[config.mk]
export PLATFORM = sky130hd
export DESIGN_NAME = hs_unit_skid_buf
export DESIGN_NICKNAME = d
export VERILOG_FILES = /design/src/rtl/hs_unit_skid_buf_pkg.sv /design/src/rtl/hs_unit_dff_ce_sclr.sv /design/src/rtl/hs_unit_skid_buf.sv
export SDC_FILE = /design/constraint.sdc
export NUM_CORES = 1
export LEC_CHECK = 0
export CORE_AREA = 2 2 39 41
export CTS_CLUSTER_SIZE = 14
export DETAILED_ROUTE_END_ITERATION = 10
export DIE_AREA = 0 0 41 43
export PLACE_DENSITY = 0.47
export SLEW_MARGIN = 20
export SYNTH_ARGS = -nofsm -noshare
export SYNTH_HDL_FRONTEND = slang
export SYNTH_SLANG_ARGS = --single-unit
[constraint.sdc]
create_clock -name clk -period 1.4 [get_ports clk]
set_clock_uncertainty 0.2 [all_clocks]
set_input_delay 0.21 -clock clk [delete_from_list [all_inputs] [get_ports clk]]
set_output_delay 0.21 -clock clk [all_outputs]
set_load 0.05 [all_outputs]
[src/rtl/hs_unit_skid_buf_pkg.sv]
// Shared constants for the two-entry skid buffer.
// Latency: none (declarations only).
// Backpressure: not applicable.
package hs_unit_skid_buf_pkg;

    // Occupancy is 0..2, so two bits are enough.
    localparam int unsigned HS_SKID_COUNT_W = 2;

endpackage : hs_unit_skid_buf_pkg

[src/rtl/hs_unit_dff_ce_sclr.sv]
// Clock-enabled data register with synchronous clear and async active-low reset.
// Latency: 1 cycle from d to q when ce is high.
// Backpressure: none; the caller decides when to load by driving ce.
module hs_unit_dff_ce_sclr #(
    parameter type      DATA_TYPE   = logic,
    parameter DATA_TYPE RESET_VALUE = '0
) (
    input  logic     clk,
    input  logic     aresetn,
    input  logic     sclr,
    input  logic     ce,
    input  DATA_TYPE d,
    output DATA_TYPE q
);

    // Clear wins over load so a flush never lets a beat slip through.
    always_ff @(posedge clk or negedge aresetn) begin
        if (!aresetn) begin
            q <= RESET_VALUE;
        end else if (sclr) begin
            q <= RESET_VALUE;
        end else if (ce) begin
            q <= d;
        end
    end

endmodule : hs_unit_dff_ce_sclr

[src/rtl/hs_unit_skid_buf.sv]
// Two-entry ready/valid register slice; all handshake outputs come from flops.
// Latency: 1 cycle from upstream acceptance to m_valid/m_data.
// Backpressure: s_ready drops one cycle after a stall; the skid entry absorbs the in-flight beat.
module hs_unit_skid_buf
    import hs_unit_skid_buf_pkg::*;
#(
    parameter type      DATA_TYPE   = logic,
    parameter DATA_TYPE RESET_VALUE = '0
) (
    input  logic                       clk,
    input  logic                       aresetn,
    input  logic                       sclr,
    input  logic                       s_valid,
    output logic                       s_ready,
    input  DATA_TYPE                   s_data,
    output logic                       m_valid,
    input  logic                       m_ready,
    output DATA_TYPE                   m_data,
    output logic [HS_SKID_COUNT_W-1:0] count
);

    typedef enum logic [1:0] {
        EMPTY = 2'd0,
        BUSY  = 2'd1,
        FULL  = 2'd2
    } hs_skid_state_e;

    hs_skid_state_e state, state_nxt;
    logic           load_main;
    logic           load_skid;
    logic           main_from_skid;
    logic           s_acc;
    DATA_TYPE       skid_q;
    DATA_TYPE       main_d;

    // s_ready is low straight out of reset, so nothing is taken before the first edge.
    assign s_acc = s_valid & s_ready;

    // State register.
    always_ff @(posedge clk or negedge aresetn) begin
        if (!aresetn) begin
            state <= EMPTY;
        end else begin
            state <= state_nxt;
        end
    end

    // s_ready is registered from the next state to break the backward combinational path.
    always_ff @(posedge clk or negedge aresetn) begin
        if (!aresetn) begin
            s_ready <= 1'b0;
        end else if (sclr) begin
            s_ready <= 1'b1;
        end else begin
            s_ready <= (state_nxt != FULL);
        end
    end

    // Next-state and register load enables.
    always_comb begin
        state_nxt      = state;
        load_main      = 1'b0;
        load_skid      = 1'b0;
        main_from_skid = 1'b0;
        if (sclr) begin
            state_nxt = EMPTY;
        end else begin
            case (state)
                EMPTY: begin
                    if (s_acc) begin
                        load_main = 1'b1;
                        state_nxt = BUSY;
                    end
                end
                BUSY: begin
                    if (s_acc && m_ready) begin
                        load_main = 1'b1;
                    end else if (s_acc) begin
                        load_skid = 1'b1;
                        state_nxt = FULL;
                    end else if (m_ready) begin
                        state_nxt = EMPTY;
                    end
                end
                FULL: begin
                    // Upstream is held off here (s_ready is 0), so only the drain matters.
                    if (m_ready) begin
                        load_main      = 1'b1;
                        main_from_skid = 1'b1;
                        state_nxt      = BUSY;
                    end
                end
                default: begin
                    state_nxt = EMPTY;
                end
            endcase
        end
    end

    // Main register source: the skid entry on drain, otherwise the upstream payload.
    always_comb begin
        main_d = main_from_skid ? skid_q : s_data;
    end

    // Occupancy and output valid decode directly from the state flops.
    always_comb begin
        m_valid = (state != EMPTY);
        case (state)
            BUSY:    count = HS_SKID_COUNT_W'(1);
            FULL:    count = HS_SKID_COUNT_W'(2);
            default: count = HS_SKID_COUNT_W'(0);
        endcase
    end

    hs_unit_dff_ce_sclr #(
        .DATA_TYPE   (DATA_TYPE),
        .RESET_VALUE (RESET_VALUE)
    ) u_main_reg (
        .clk     (clk),
        .aresetn (aresetn),
        .sclr    (sclr),
        .ce      (load_main),
        .d       (main_d),
        .q       (m_data)
    );

    hs_unit_dff_ce_sclr #(
        .DATA_TYPE   (DATA_TYPE),
        .RESET_VALUE (RESET_VALUE)
    ) u_skid_reg (
        .clk     (clk),
        .aresetn (aresetn),
        .sclr    (sclr),
        .ce      (load_skid),
        .d       (s_data),
        .q       (skid_q)
    );

endmodule : hs_unit_skid_buf

==> results.py <==
metrics = {
    "logic_synthesis": {
        "synth_top_area_share_pct": 49.50,
        "ys_ff_latch": 5,
        "syn_inst": 26,
        "synth_cell_types": 17,
        "yosysTopAreaCell": "dfrtp_1",
        "synth_warnings": 0,
        "avgSynthCellArea_um2": 9.721,
        "ys_seq_area_share_pct": 49.50,
        "syn-num-nets": 32,
        "synthTopCellsByArea": "dfrtp_1 (50%), nand2_1 (5.9%), nor2_1 (4.5%)",
        "syn_area_um2": 252.7,
    },
    "timing": {
        "fin_crit_sh_pct": 106.3,
        "drv_slew": 0,
        "holdWs_ns": 0.3581,
        "hold_viol": 0,
        "max_freq_ghz": 0.6721,
        "setup_ws_ns": -0.08786,
        "slew_headroom_pct": 85.46,
        "setup_viol": 5,
        "period_minus_slack_ns": 1.488,
        "worst_slew_pin_slew_ns": 0.2174,
        "rsz0062_at_grt": "true",
    },
    "grt": {
        "grt_pass1_wl_um": 1200,
        "overflow": 0,
        "antenna_found_initial": 0,
        "track_usage_pct": 10.30,
        "grt_max_degree": 6,
        "first_global_vias": 278,
    },
    "layout": {
        "diodes": 0,
        "layout.nets": 56,
        "mostFrequentLayoutCells": "clkdlybuf4s50_1 (5), buf_4 (5), nand2_1 (4), buf_12 (4)",
        "fill_cells": 143,
        "drive_above_1_share_pct": 55.10,
        "area_growth_pct": 120.3,
    },
    "clock_tree": {
        "cts_buffers": 3,
        "clock-root-buffer": "clkbuf_4",
        "cts.path.max_buffers": 2,
        "clk_latency_ns": 0.24,
        "clock-sinks": 5,
        "cts_htree_levels": 1,
        "cts_tree": "built",
        "cts.clk_slew.worst_paths_ns": 0.04,
    },
    "place": {
        "gp_congestion": 0.7099,
        "port-buffer-count": 10,
    },
    "critical_path": {
        "rr_worst_depth": 3,
        "critPathMaxFanout": 5,
        "crit_chain": "or2_4 > buf_8",
        "slowest_stage": "dfrtp_2",
        "start_kind": "register",
        "path_buf_inv": 1,
        "cp.arrival_ns": 1.08,
        "critPathKind": "reg2out",
        "crit_path_end_kind": "output port",
        "path_delay_family": "flip-flops",
        "max_stage_delay_ns": 0.43,
        "worstSetupPathDepth": 2,
        "crit_required_ns": 0.99,
    },
    "run_status": {
        "violations": "negative setup slack",
        "outcome": "finished with violations",
    },
    "min_path": {
        "hold_path_depth": 2,
        "hold_class": "reg2reg",
    },
    "power": {
        "vdd_drop_max_mv": 0.4366,
        "fin_total_pwr_uw": 477.3,
        "power.density_nw_per_um2": 857.2,
        "p_leak_nw": 0.2461,
    },
    "routing": {
        "routed_wirelength_um": 683,
        "antenna_left": 0,
        "vias_per_cell": 4.138,
        "drtPass1Iterations": 3,
        "drtIter0Drc": 3,
        "vias": 269,
        "routedWlPerCell_um": 10.51,
        "drcViolationCount": 0,
    },
    "die": {
        "start_util_pct": 18.26,
        "die_area_um2": 1763,
        "die_h_um": 43,
        "ios": 11,
        "rows": 14,
        "die_x_um": 41,
        "coreArea_um2": 1384,
    },
    "job": {
        "cap_violations": 0,
    },
}
==> worst paths after layout <==
kind | slack, ns | start | end
max in group asynchronous | 0.26 | aresetn | state[0]$_DFF_PN0_
min reg2reg | 0.36 | u_skid_reg.q$_DFFE_PN0P_ | u_skid_reg.q$_DFFE_PN0P_
min in group asynchronous | 0.54 | aresetn | u_skid_reg.q$_DFFE_PN0P_
min | 0.36 | u_skid_reg.q$_DFFE_PN0P_ | u_skid_reg.q$_DFFE_PN0P_
max reg2reg | -0.05 | state[1]$_DFF_PN0_ | s_ready$_DFF_PN0_
max | -0.09 | state[1]$_DFF_PN0_ | m_valid
==> registers in the layout, indices dropped and copies added (netlist names) <==
register and count:
u_skid_reg.q 1, s_ready 1, u_main_reg.q 1, state 2
==> per-stage QoR <==
| step | instances | TNS, ns | utilization (%) | worst slack (ns) | instance area (um^2) |
|---|---|---|---|---|---|
| floorplan | 26 | -0.1558 | - | -0.09244 | 261.5 |
| global placement | 57 | -1.025 | 33.00 | -0.2537 | 456.7 |
| detailed placement | 57 | -1.053 | 33.00 | -0.2598 | 456.7 |
| CTS | 65 | -0.3066 | 39.24 | -0.09723 | 543.0 |
| global route | 65 | -0.7038 | 40.24 | -0.1405 | 556.8 |
| finish | 65 | -0.3119 | 40.24 | -0.08786 | 556.8 |
==> cell usage after synthesis <==
cell type,count
nand2b_1,1
nand2_1,4
o21a_1,1
mux2i_1,1
nand3_1,1
or2_2,1
nor2b_1,1
nor2b_2,1
nor2_1,3
xnor2_1,1
a311oi_1,1
nor3_1,1
inv_2,1
dfrtp_1,5
and3b_1,1
a21oi_1,1
or3_4,1
==> layer usage <==
metal / wire (um) / track usage (%) / up-vias / part of all wire [%]
li1: - / - / 134 / -
met1: 286 / 14.10 / 125 / 42
met2: 337 / 13.44 / 8 / 49
met3: 41 / 3.665 / 2 / 6.0
met4: 19 / 6.000 / 0 / 2.8
met5: 0 / 0 / - / 0
==> kinds of logic after synthesis <==
| logic type | synth area share [%] |
|---|---|
| AO/OA/AOI/OAI | 8.416 |
| buffers and inverters | 1.484 |
| multiplexers | 3.961 |
| flip-flops | 49.50 |
| AND/OR/NAND/NOR | 33.17 |
| XOR/XNOR | 3.466 |
==> what timing repair did <==
action	4_1_cts	5_1_grt
setup endpoints to repair	6	7
setup buffers	3	0
hold buffers	1	0
hold endpoints to repair	5	0
pin swaps	1	0
resized for setup	8	4
==> where the power goes <==
group          switching, mW  internal [mW]
logic                 0.0710         0.0840
registers            0.00758          0.153
clock network         0.0544          0.107
total                  0.133          0.344
==> cell type report <==
| type | count | area (um^2) | share of cell area (%) |
|---|---|---|---|
| clock buffer | 4 | 26.28 | 4.719 |
| inverter | 1 | 3.754 | 0.6742 |
| multi-input combinational | 20 | 151.4 | 27.19 |
| sequential | 5 | 128.9 | 23.15 |
| tap | 16 | 20.02 | 3.596 |
| timing repair buffer | 19 | 226.5 | 40.67 |
==> worst reg2reg max path, delay by kind of cell, from the launching register on <==
family / cells / cell delay [ns]
AND/OR/NAND/NOR: 2 / 0.62
flip-flops: 1 / 0.43
AO/OA/AOI/OAI: 1 / 0.08
No activity file was read; power rests on OpenSTA's default activity.
